**src/rtl/ps2_scancode_decoder.sv**
```systemverilog
// PS/2 scan-code to key-event decoder with a show-ahead event FIFO.
// Optional typematic repeat filter enabled by defining PS2_TYPEMATIC_FILTER_EN.
module ps2_scancode_decoder #(
  parameter int unsigned DEPTH = 4
) (
  input  logic       clk,
  input  logic       reset,
  input  logic [7:0] code,
  input  logic       code_valid,
  output logic [7:0] ev_code,
  output logic       ev_ext,
  output logic       ev_release,
  output logic       ev_valid,
  input  logic       ev_ready,
  output logic       overflow
);

  localparam int unsigned AW = (DEPTH > 1) ? $clog2(DEPTH) : 1;

  typedef logic [AW:0] ptr_t;
  typedef enum logic [2:0] {StIdle, StE0, StF0, StE0F0, StSkip} state_e;

  state_e     state_q, state_d;
  logic [2:0] skip_cnt_q, skip_cnt_d;
  logic       push_req, push_ext, push_rel, push_en;

  // State register
  always_ff @(posedge clk) begin
    if (reset) begin
      state_q    <= StIdle;
      skip_cnt_q <= 3'd0;
    end else begin
      state_q    <= state_d;
      skip_cnt_q <= skip_cnt_d;
    end
  end

  // Next-state logic
  always_comb begin
    state_d    = state_q;
    skip_cnt_d = skip_cnt_q;
    if (code_valid) begin
      case (state_q)
        StIdle: begin
          if (code == 8'hE0) begin
            state_d = StE0;
          end else if (code == 8'hF0) begin
            state_d = StF0;
          end else if (code == 8'hE1) begin
            state_d    = StSkip;
            skip_cnt_d = 3'd7;
          end
        end
        StE0:          state_d = (code == 8'hF0) ? StE0F0 : StIdle;
        StF0, StE0F0:  state_d = StIdle;
        StSkip: begin
          skip_cnt_d = skip_cnt_q - 3'd1;
          if (skip_cnt_q == 3'd1) state_d = StIdle;
        end
        default:       state_d = StIdle;
      endcase
    end
  end

  // Event generation
  always_comb begin
    push_req = 1'b0;
    push_ext = 1'b0;
    push_rel = 1'b0;
    if (code_valid) begin
      case (state_q)
        StIdle: push_req = !(code inside {8'hE0, 8'hF0, 8'hE1, 8'h00, 8'hAA, 8'hEE,
                                          8'hFA, 8'hFC, 8'hFE, 8'hFF});
        StE0: begin
          push_req = (code != 8'hF0);
          push_ext = 1'b1;
        end
        StF0: begin
          push_req = 1'b1;
          push_rel = 1'b1;
        end
        StE0F0: begin
          push_req = 1'b1;
          push_ext = 1'b1;
          push_rel = 1'b1;
        end
        default: ;
      endcase
    end
  end

`ifdef PS2_TYPEMATIC_FILTER_EN
  logic       held_valid_q, held_ext_q;
  logic [7:0] held_code_q;
  logic       held_match;

  assign held_match = held_valid_q && (held_ext_q == push_ext) && (held_code_q == code);
  // Repeated makes of the held key are typematic auto-repeat and are swallowed
  assign push_en    = push_req && !(held_match && !push_rel);

  always_ff @(posedge clk) begin
    if (reset) begin
      held_valid_q <= 1'b0;
      held_ext_q   <= 1'b0;
      held_code_q  <= 8'h00;
    end else if (push_req) begin
      if (!push_rel && !held_match) begin
        held_valid_q <= 1'b1;
        held_ext_q   <= push_ext;
        held_code_q  <= code;
      end else if (push_rel && held_match) begin
        held_valid_q <= 1'b0;
      end
    end
  end
`else
  assign push_en = push_req;
`endif

  // Event FIFO
  logic [9:0] mem [DEPTH];
  ptr_t       wr_ptr_q, rd_ptr_q;
  logic       empty, full, do_pop, do_push;
  logic [9:0] head;

  assign empty   = (wr_ptr_q == rd_ptr_q);
  assign full    = (wr_ptr_q[AW] != rd_ptr_q[AW]) && (wr_ptr_q[AW-1:0] == rd_ptr_q[AW-1:0]);
  assign do_pop  = ev_ready && !empty;
  assign do_push = push_en && (!full || do_pop);

  always_ff @(posedge clk) begin
    if (reset) begin
      wr_ptr_q <= '0;
      rd_ptr_q <= '0;
      overflow <= 1'b0;
    end else begin
      if (do_push) wr_ptr_q <= wr_ptr_q + ptr_t'(1);
      if (do_pop)  rd_ptr_q <= rd_ptr_q + ptr_t'(1);
      if (push_en && full && !do_pop) overflow <= 1'b1;
    end
  end

  always_ff @(posedge clk) begin
    if (do_push) mem[wr_ptr_q[AW-1:0]] <= {push_ext, push_rel, code};
  end

  assign head       = mem[rd_ptr_q[AW-1:0]];
  assign ev_valid   = !empty;
  assign ev_code    = empty ? 8'h00 : head[7:0];
  assign ev_ext     = !empty && head[9];
  assign ev_release = !empty && head[8];

endmodule

```
**config.mk**
```make
export PLATFORM = sky130hd
export DESIGN_NAME = ps2_scancode_decoder
export DESIGN_NICKNAME = d
export VERILOG_FILES = /design/src/rtl/ps2_scancode_decoder.sv
export SDC_FILE = /design/constraint.sdc
export NUM_CORES = 1
export LEC_CHECK = 0
export CAP_MARGIN = 20
export CORE_ASPECT_RATIO = 0.8
export CORE_MARGIN = 2
export CORE_UTILIZATION = 40
export CTS_BUF_LIST = sky130_fd_sc_hd__clkbuf_16
export CTS_CLUSTER_DIAMETER = 30
export DETAILED_ROUTE_END_ITERATION = 7
export HOLD_SLACK_MARGIN = 0.15
export PLACE_DENSITY_LB_ADDON = 0.08
export SETUP_SLACK_MARGIN = 0.5
export SYNTH_ARGS = -nofsm -noshare
export SYNTH_HDL_FRONTEND = slang
export SYNTH_SLANG_ARGS = --single-unit
```
**constraint.sdc**
```tcl
create_clock -name clk -period 2.25 [get_ports clk]
set_input_delay 0.3375 -clock clk [delete_from_list [all_inputs] [get_ports clk]]
set_output_delay 0.3375 -clock clk [all_outputs]
set_load 0.02 [all_outputs]
```
* Yosys cells after proc, flatten, opt, wreduce, memory -nomap -nowiden *
Memories as Yosys holds them, arrays and structs flattened. A register that Yosys moved wholly into a read port is not among the register bits.
Index checks and enable logic that the tools add are counted.
Widths: inputs -> output; s select.

storage, ports and cells
  memories = 1
  logic and storage cells = 73
  bits in writable memories = 40
  register bits = 13

memories
  memory  words  bits a word  rd ports  clocked after memory_dff  wr ports  RTL line  text
  mem     4      10           1         1                         1         121       logic [9:0] mem [DEPTH];

cells by class
  eq/ne operators = 23
  add/sub/neg operators = 3
  reduce and logical (&&, ||, !) cells = 20
  multiplexer cells = 21

operators with widths
  cell                 number
  $eq 8x8->1 const B   9
  $mux 3               7
  $reduce_bool 10->1   1
  $pmux 3 s3           1
  $logic_not 8->1      1
  $mux 8               1
  $ne 2x2->1 const B   4
  $ne 8x8->1 const B   1
  $logic_and 1x1->1    7
  $mux 1               7
  $add 3x1->3 const B  2
  $eq 3x1->1 const B   2
  $eq 3x2->1 const B   2
  $mux 2               3
  $pmux 3 s2           1
  $reduce_and 5->1     1
  $logic_not 1->1      4
  $ne 4x4->1 const B   1
  $reduce_or 2->1      2
  $eq 3x3->1           1
  $eq 3x3->1 const B   1
  $logic_not 3->1      1
  $pmux 1 s3           1
  $reduce_and 3->1     1
  5 further kinds      5

* Longest topological paths before layout *
Gate-level depths: netlist of run 1.

  word-level depth = 8
  mapped depth = 6
  mapped depth without buffers = 6

* Worst setup path before layout of run 1 *
OpenSTA, ideal clock, no wires.

  path kind = register -> register
  start = reg state_q[1]
  end = mem mem[3][0] (enable)
  setup time = 0.343 ns
  period minus slack after synthesis = 2.044 ns
  slack = 0.206 ns
  arrival = 1.700 ns
  stages on the path, launching flop included = 6
  cells stage by stage = dfxtp_1 -> or4b_1 -> a31oi_1 -> o211ai_2 -> a21boi_2 -> and2_1

on the way
  word-level cells in the longest chain between the ends = 7

ends and longest elaborated chain
  what                              RTL line  text
  start: declaration                23        state_e state_q, state_d;
  start signal: assignment          30        state_q <= StIdle;
  start signal: assignment          33        state_q <= state_d;
  $eq 3x2->1                        71        case (state_q)
  $reduce_or 2->1 (no line)         --
  $pmux 1 s3 (*)                    71
  $mux 1 (*)                        70        if (code_valid) begin
  $logic_and 1x1->1 (*)             129       assign do_push = push_en && (!full || do_pop);
  $mux 1 (*)                        144       if (do_push) mem[wr_ptr_q[AW-1:0]] <= {push_ext, push_rel, code};
  $mux 1 (implied by the code) (*)  144
  end: declaration                  121

Mark *: on every way between the ends. The rest lies on a longest branch, timed or not.

* Final worst setup path of run 1 *
  start = reg wr_ptr_q[1]
  end = out ev_code[6]

on the way
  word-level cells in the longest chain between the ends = 2

ends and longest elaborated chain
  what                      RTL line  text
  start: declaration        122       ptr_t wr_ptr_q, rd_ptr_q;
  start signal: assignment  137       if (do_push) wr_ptr_q <= wr_ptr_q + ptr_t'(1);
  $eq 3x3->1                126       assign empty = (wr_ptr_q == rd_ptr_q);
  $mux 8                    149       assign ev_code = empty ? 8'h00 : head[7:0];
  end: declaration          10        output logic [7:0] ev_code,

Every way passes these cells.

==> results of run 1 <==
## cells in the mapped netlist (all sizes together) (3+ instances only)
master / instances
mux4: 10
nor4: 4
a21oi: 5
nor2: 13
clkbuf: 3
mux2i: 3
and3: 3
dfxtp: 15
nand3: 3
o21ai: 3
edfxtp: 40
ha: 7
and2: 15
inv: 8
nand2: 8
xor2: 4
## cells in the final DEF (no fill, tap or decap), drive strengths merged, types with 2 or more instances in the layout
master and count:
a21oi 5, nand3b 2, nand4 2, xor2 4, nor3b 2, dlygate4sd2 3, a21boi 2, nor2 13
and3 3, or3 2, nand3 3, o21ai 3, nand2 8, edfxtp 40, and2 19, nor4 4
mux4 10, ha 7, a211oi 2, clkbuf 7, mux2i 3, dfxtp 15, or4 2, clkdlybuf4s50 3
inv 9, clkdlybuf4s15 4, buf 51
## critical path, cell delays in order, from the launching register on
cell,delay [ns]
dfxtp_2,0.34
xor2_2,0.18
or3b_4,0.45
buf_6,0.15
and2_4,0.13
buf_6,0.12
## worst paths after layout
check	from	depth (start not counted)	slack [ns]	end
worst max register to register	state_q[1]	5	0.32	mem[2][5]
worst min-delay path	code[2]	1	0.36	mem[1][2]
worst max-delay path	wr_ptr_q[1]	5	0.24	ev_code[6]
worst min register to register	overflow	1	0.48	overflow
## layout make-up
type	instances	share of cell area [%]
sequential	55	42.90
tap	81	2.862
clock inverter	3	0.6714
multi-input combinational	117	32.83
inverter	8	0.8481
clock buffer	5	3.534
timing repair buffer	63	16.36
## routing by layer
layer	track usage, %	up-vias	share of wire (%)
met5	0	-	0
met4	4.478	0	0.63
met3	3.343	5	3.8
met2	30.80	41	51
met1	23.94	878	44
li1	-	839	-
## power by group
part | total, mW | internal [mW] | switching, mW
logic | 0.896 | 0.503 | 0.393
registers | 1.17 | 1.14 | 0.0323
clock network | 0.762 | 0.418 | 0.344
total | 2.83 | 2.06 | 0.769
## kinds of logic (layout without fill, tap and decap cells)
group	after synthesis	in the layout	share of synthesized area, %
compound gates	23	24	6.845
xor+xnor	5	5	1.761
fa+ha+maj	7	7	3.523
buf+inv	13	79	2.013
flops	55	55	60.39
mux	13	13	10.27
simple gates	64	68	15.20
## sequential cells by signal, summed over array words and instances (netlist names), named ones only
signal / count
mem: 40
overflow: 1
rd_ptr_q: 3
skip_cnt_q: 3
state_q: 3
wr_ptr_q: 3
## what timing repair did
action                     4_1_cts  5_1_grt
hold buffers                     0        0
gates cloned                     6        0
pin swaps                        9       10
buffers inserted                12        1
setup endpoints to repair       61       62
gates resized for setup         99       42
## metrics by stage
stage	setup slack (ns)	TNS [ns]
global route	0.1988	0
global placement	-0.1607	-6.173
floorplan	0.3343	0
CTS	0.2463	0
detailed placement	-0.1985	-7.872
finish	0.2448	0
==> metrics.cfg, run 1 <==
[logic_synthesis]
synth-seq-cells=55
synth_area_leaders=edfxtp_1, dfxtp_1, mux4_2
synth_top_flop_cell=edfxtp_1
postSynthAreaPerCell_sq_um=13.81
synth_seq_area_share_pct=60.39
synth_top_area_share_pct=48.31
yosysTopAreaCell=edfxtp_1
syn_nets=199
async_flop_share_pct=0
synth_edf_count=40
ys_warn_count=0
syn_area_sq_um=2486
syn_inst=180
synth_cell_types=47

[cells_and_area]
areaGrowthSynthToFinish_pct=42.43
diodes=0
nFillCells=478
seq_area_sq_um=1519
final_util_pct=59.58
drive_above_1_share_pct=50.20
fin_cells=332
nets=269
multiInputGateArea_sq_um=1162
final_area_sq_um=3541

[routing]
vias_per_cell=5.310
antenna_left=0
vias=1763
drt_iter0_markers=84
drc=0
drt_wl_total_um=5753
wl_per_cell_um=17.33
drtPass1Iterations=4

[setup_path]
cp_max_fo=6
end_kind=primary output
start_kind=flop
worstPathArrival_ns=1.67
crit_required_ns=1.91
critPathKind=reg -> out

[clocking]
cts_max_level=2
cts_tree=built
clk_pin_slew_ns=0.07
cts-root-buf=clkbuf_16
clk_latency_ns=0.29
cts_buffers=5
clockBufferDepth=2
cts_sinks=55

[die]
ios=24
dieArea_sq_um=6866
dieHeight_um=74.52
core_sq_um=5943
die_x_um=92.14
rows=25
start_util_pct=41.83

[global_route]
grt-ovfl-total=0
grt_max_degree=19
antenna_found_initial=0
grt_pass1_wl_um=9190
grt.total_usage_pct=17.87
first_global_vias=1804

[placed_design]
placed_cells=305
dp_hpwl_um=3689
gp_congestion=0.7914
port_buffers=23
placed_area_sq_um=3018

[sta]
rsz0062_at_grt=yes
max_freq_mhz=498.7
timing.final.max_slew_violations=0
max_slew.worst_pin.slew_ns=0.4311
setup_viol=0
skew_ns=0.005130
hold_violations=0
fin_crit_sh_pct=89.12
max-slew-margin-rel_pct=70.99
whs_ns=0.3646
post-route-min-period_ns=2.005

[job]
drv_cap=0

[pwr]
power_leakage_nw=1.346
ir_worst_vdd_mv=0.4626
p_per_area_nw_per_um2=799.9
total_power_mw=2.832

[hold_path]
hp-class=in -> reg

[status]
status=complete, no violations

No activity file was read; power rests on OpenSTA's default activity.
==> run 2, diff against run 1 <==
--- a/config.mk
+++ b/config.mk
@@ -5,7 +5,6 @@
 export SDC_FILE = /design/constraint.sdc
 export NUM_CORES = 1
 export LEC_CHECK = 0
-export CAP_MARGIN = 20
 export CORE_ASPECT_RATIO = 0.8
 export CORE_MARGIN = 2
 export CORE_UTILIZATION = 40
@@ -13,7 +12,7 @@
 export CTS_CLUSTER_DIAMETER = 30
 export DETAILED_ROUTE_END_ITERATION = 7
 export HOLD_SLACK_MARGIN = 0.15
-export PLACE_DENSITY_LB_ADDON = 0.08
+export PLACE_DENSITY = 0.69
 export SETUP_SLACK_MARGIN = 0.5
 export SYNTH_ARGS = -nofsm -noshare
 export SYNTH_HDL_FRONTEND = slang
==> metrics.cfg, run 2 (same netlist as run 1, synthesis figures left out) <==
[global_route]
grt_pass1_wl_um=8700
grt_util_met1_pct=23.65
grt-busiest-layer=met2
met3_usage_pct=4.458
antenna_found_initial=0
grt_max_degree=19
grt.total_usage_pct=17.14
first_global_vias=1646
grt_util_met2_pct=26.63
grt-ovfl-total=0

[placed_design]
port_buffers=23
dp_worst_setup_slack_ns=-0.1616
dp_hpwl_um=3494
placed_cells=307
gp_congestion=0.7895

[pwr]
p_per_area_nw_per_um2=782.8
power.internal_mw=1.954
pwr-share-seq_pct=43.6
p_sw_share_pct=27.33
power_leakage_nw=1.292
combPwrFrac_pct=27.8
clkPwrFrac_pct=28.6
p_switching_mw=0.7352
ir_worst_vdd_mv=0.4641
total_power_mw=2.690

[clocking]
postCtsHoldBufs=0
cts_buffers=5
clk_latency_ns=0.29
clockBufferDepth=2
cts_max_level=2
clk_pin_slew_ns=0.07
cts_sinks=55
cts_tree=built
cts-root-buf=clkbuf_16

[die]
die_x_um=92.14
dieHeight_um=74.52
rows=25
core_sq_um=5943
ios=24
start_util_pct=41.83
dieArea_sq_um=6866

[setup_path]
reg2reg_setup_slack_ns=0.30
end_kind=primary output
cp_max_fo=7
start_kind=flop
critPathKind=reg -> out
worstReg2RegStart=state_q[1]
crit_required_ns=1.91
rr_worst_depth=5
worstPathArrival_ns=1.62
r2r-end=mem[1][0]

[routing]
drtPass1Iterations=4
antenna_left=0
drc=0
drt_wl_total_um=5487
wl_per_cell_um=16.73
drt_iter0_markers=114
vias=1744
vias_per_cell=5.317

[job]
drv_cap=0

[hold_path]
hold_start=code[6]
whs_path_depth=1
hp-class=in -> reg
hold_end=mem[1][6]

[sta]
max_freq_mhz=511.3
max-slew-margin-rel_pct=61.83
skew_ns=0.003737
whs_ns=0.4115
fin_crit_sh_pct=86.92
setup_viol=0
max_slew.worst_pin.slew_ns=0.5651
rsz0062_at_grt=yes
post-route-min-period_ns=1.956
hold_violations=0
setup_slack_ns=0.2944
timing.final.max_slew_violations=0
setup_tns_ns=0

[cells_and_area]
diodes=0
drive_above_1_share_pct=44.13
areaGrowthSynthToFinish_pct=38.20
final_cell_mix=edfxtp_1, buf_4, and2_4
fin_cells=328
final_common_cell=edfxtp_1
nets=265
largest_reg_flops=40
nFillCells=487

[status]
status=complete, no violations

[run 2: cell count changes in the layout (fill, tap and decap cells not counted), moves of 3 or more]
| cell | before | now |
|---|---|---|
| dlygate4sd2_1 | 3 | 6 |
| and2_1 | 3 | 7 |
| buf_6 | 16 | 9 |
| and2_4 | 16 | 12 |
| buf_2 | 1 | 6 |
| a21oi_2 | 3 | 0 |
| buf_4 | 32 | 29 |
| clkdlybuf4s15_1 | 4 | 1 |
[run 2: timing repair]
action	CTS	global route
pin swaps	13	9
gates resized for setup	85	31
gates cloned	6	0
setup endpoints to repair	59	56
setup buffers	4	3
[run 2: power by group through the flow]
| stage | Clock [mW] | Sequential [mW] | Combinational (mW) |
|---|---|---|---|
| floorplan | 0 | 1.18 | 0.371 |
| global placement | 0 | 1.18 | 0.614 |
| detailed placement | 0 | 1.18 | 0.621 |
| CTS | 0.785 | 1.17 | 0.689 |
| global route | 0.833 | 1.18 | 0.806 |
| finish | 0.769 | 1.17 | 0.749 |
[run 2: area by class of cell]
class                           instances  area [sq um]  area share, %
Clock inverter                          3         22.52         0.6555
Clock buffer                            5         125.1          3.642
Inverter                                8         30.03         0.8740
Timing Repair Buffer                   58         486.7          14.17
Multi-Input combinational cell        118          1151          33.50
Tap cell                               81         101.3          2.950
Sequential cell                        55          1519          44.21
[run 2: worst max path at each step]
| stage | from | end | slack, ns |
|---|---|---|---|
| floorplan | state_q[1] | mem[0][0] | 0.33 |
| global placement | code_valid | mem[1][7] | -0.15 |
| detailed placement | code_valid | mem[0][9] | -0.16 |
| CTS | rd_ptr_q[0] | ev_code[2] | 0.28 |
| global route | rd_ptr_q[2] | ev_code[4] | 0.23 |
| finish | rd_ptr_q[2] | ev_code[3] | 0.29 |
[run 2: critical path, cell delays in order, from the launching register on]
cell     delay (ns)
dfxtp_4        0.37
xnor2_4        0.19
or3b_4         0.46
and2_1         0.16
buf_2          0.15
[run 2: per-layer routing]
| metal | vias up | wire (um) |
|---|---|---|
| met5 | - | 0 |
| met4 | 0 | 73 |
| met2 | 54 | 2448 |
| met1 | 847 | 2597 |
| met3 | 7 | 367 |
| li1 | 836 | - |
[run 2: stage by stage]
step | instance area [sq um] | util, %
4_1_cts | 3302 | 55.56
5_1_grt | 3436 | 57.81
6_report | 3436 | 57.81
3_5_place_dp | 3033 | 51.03
2_1_floorplan | 2502 | -
3_3_place_gp | 3033 | 51.03
==> run 3, diff against run 2 <==
--- a/config.mk
+++ b/config.mk
@@ -11,8 +11,9 @@
 export CTS_BUF_LIST = sky130_fd_sc_hd__clkbuf_16
 export CTS_CLUSTER_DIAMETER = 30
 export DETAILED_ROUTE_END_ITERATION = 7
+export GPL_TIMING_DRIVEN = 0
 export HOLD_SLACK_MARGIN = 0.15
-export PLACE_DENSITY = 0.69
+export REMOVE_ABC_BUFFERS = 1
 export SETUP_SLACK_MARGIN = 0.5
 export SYNTH_ARGS = -nofsm -noshare
 export SYNTH_HDL_FRONTEND = slang
==> metrics.cfg, run 3 (same netlist as run 1, synthesis figures left out) <==
[status]
status=complete, no violations

[setup_path]
worstPathArrival_ns=2.06
cp_max_fo=5
rr_worst_depth=5
r2r-end=mem[1][2]
reg2reg_setup_slack_ns=0.20
end_kind=flop
start_kind=flop
worstReg2RegStart=state_q[1]
critPathKind=reg -> reg
crit_required_ns=2.26

[cells_and_area]
areaGrowthSynthToFinish_pct=34.88
final_util_pct=56.42
seq_area_sq_um=1533
final_common_cell=edfxtp_1
nets=251
drive_above_1_share_pct=43.78
nFillCells=477
final_cell_mix=edfxtp_1, and2_4, buf_4
multiInputGateArea_sq_um=1155
largest_reg_flops=40
diodes=0

[clocking]
postCtsHoldBufs=0
clockBufferDepth=2
cts_tree=built
clk_pin_slew_ns=0.07
clk_latency_ns=0.30
cts-root-buf=clkbuf_16
cts_max_level=2
cts_sinks=55
cts_buffers=5

[global_route]
grt.total_usage_pct=17.39
grt_max_degree=18
grt-ovfl-total=0
first_global_vias=1662
antenna_found_initial=0
grt_pass1_wl_um=8797

[routing]
vias=1738
drtPass1Iterations=4
vias_per_cell=5.535
drt_iter0_markers=122
wl_per_cell_um=18.56
drc=0
drt_wl_total_um=5828
antenna_left=0

[pwr]
total_power_mw=2.824
power_leakage_nw=1.243
p_switching_mw=0.7896
p_sw_share_pct=27.96
pwr-share-seq_pct=42.0
clkPwrFrac_pct=27.3
power.internal_mw=2.034
combPwrFrac_pct=30.7
ir_worst_vdd_mv=0.4627
p_per_area_nw_per_um2=842.1

[sta]
timing.final.max_slew_violations=0
post-route-min-period_ns=2.055
fin_crit_sh_pct=91.31
whs_ns=0.3341
max_freq_mhz=486.7
max-slew-margin-rel_pct=53.68
rsz0062_at_grt=yes
skew_ns=0.004086
hold_violations=0
max_slew.worst_pin.slew_ns=0.6933
setup_viol=0

[hold_path]
whs_path_depth=1
hp-class=in -> reg
hold_end=mem[2][6]
hold_start=code[6]

[die]
start_util_pct=41.83
ios=24
dieHeight_um=74.52
core_sq_um=5943
dieArea_sq_um=6866
die_x_um=92.14
rows=25

[placed_design]
dp_hpwl_um=3211
port_buffers=23
gp_congestion=0.7571

[job]
drv_cap=0

run 3: cell types whose count changed in the layout (fill, tap and decap cells not counted), moves of 3 or more:
cell | before | now
clkbuf_2 | 2 | 5
buf_4 | 29 | 14
nor2_1 | 10 | 13
dfxtp_1 | 7 | 4
dlygate4sd2_1 | 6 | 3
buf_6 | 9 | 13
nor2_2 | 3 | 0
dfxtp_4 | 3 | 7
and2_1 | 7 | 3
and2_4 | 12 | 16
run 3: through the flow:
stage | instance area, sq um | setup slack, ns | TNS, ns | std cells
floorplan | 2466 | 0.1842 | 0 | 175
global placement | 2798 | -0.6274 | -27.21 | 279
detailed placement | 2798 | -0.7011 | -30.50 | 279
CTS | 3267 | 0.2397 | 0 | 308
global route | 3353 | 0.1730 | 0 | 314
finish | 3353 | 0.1955 | 0 | 314
run 3: worst max-delay path by stage:
stage                          start        end  depth (start not counted)
after global placement       code[7]  mem[3][1]                          6
after CTS                 state_q[2]  mem[1][9]                          5
after global routing      state_q[1]  mem[1][0]                          5
after floorplan           state_q[2]  mem[3][0]                          5
final                     state_q[1]  mem[1][2]                          5
after detailed placement     code[5]  mem[1][1]                          6
run 3: layout make-up:
type / instances / area share, %
well taps: 81 / 3.022
clock inverters: 3 / 0.6343
multi-input cells: 118 / 34.44
repair buffers: 44 / 11.57
inverters: 8 / 0.8955
flip-flops and latches: 55 / 45.71
clock buffers: 5 / 3.731
run 3: layer usage:
layer,GRT usage (%),routed length (um)
met5,0,0
met4,4.809,65
met3,3.141,267
met2,30.64,2956
met1,22.66,2538
run 3: timing repair:
item / 4_1_cts / 5_1_grt
setup buffers: 15 / 6
resized for setup: 124 / 25
pin swaps: 24 / 17
hold endpoints to repair: 0 / 0
gates cloned: 6 / 0
setup endpoints to repair: 64 / 63
run 3: critical path, stage by stage (launching register included):
cell and delay, ns:
dfxtp_4 0.34, or4b_1 0.51, a31oi_1 0.19, o211ai_2 0.18, a21boi_2 0.29, and2_4 0.25
run 3: power groups by stage:
stage	sequential (mW)	combinational, mW	clock [mW]
global route	1.19	0.919	0.822
CTS	1.21	0.753	0.770
finish	1.19	0.866	0.771
floorplan	1.20	0.320	0
global placement	1.22	0.533	0
detailed placement	1.22	0.545	0
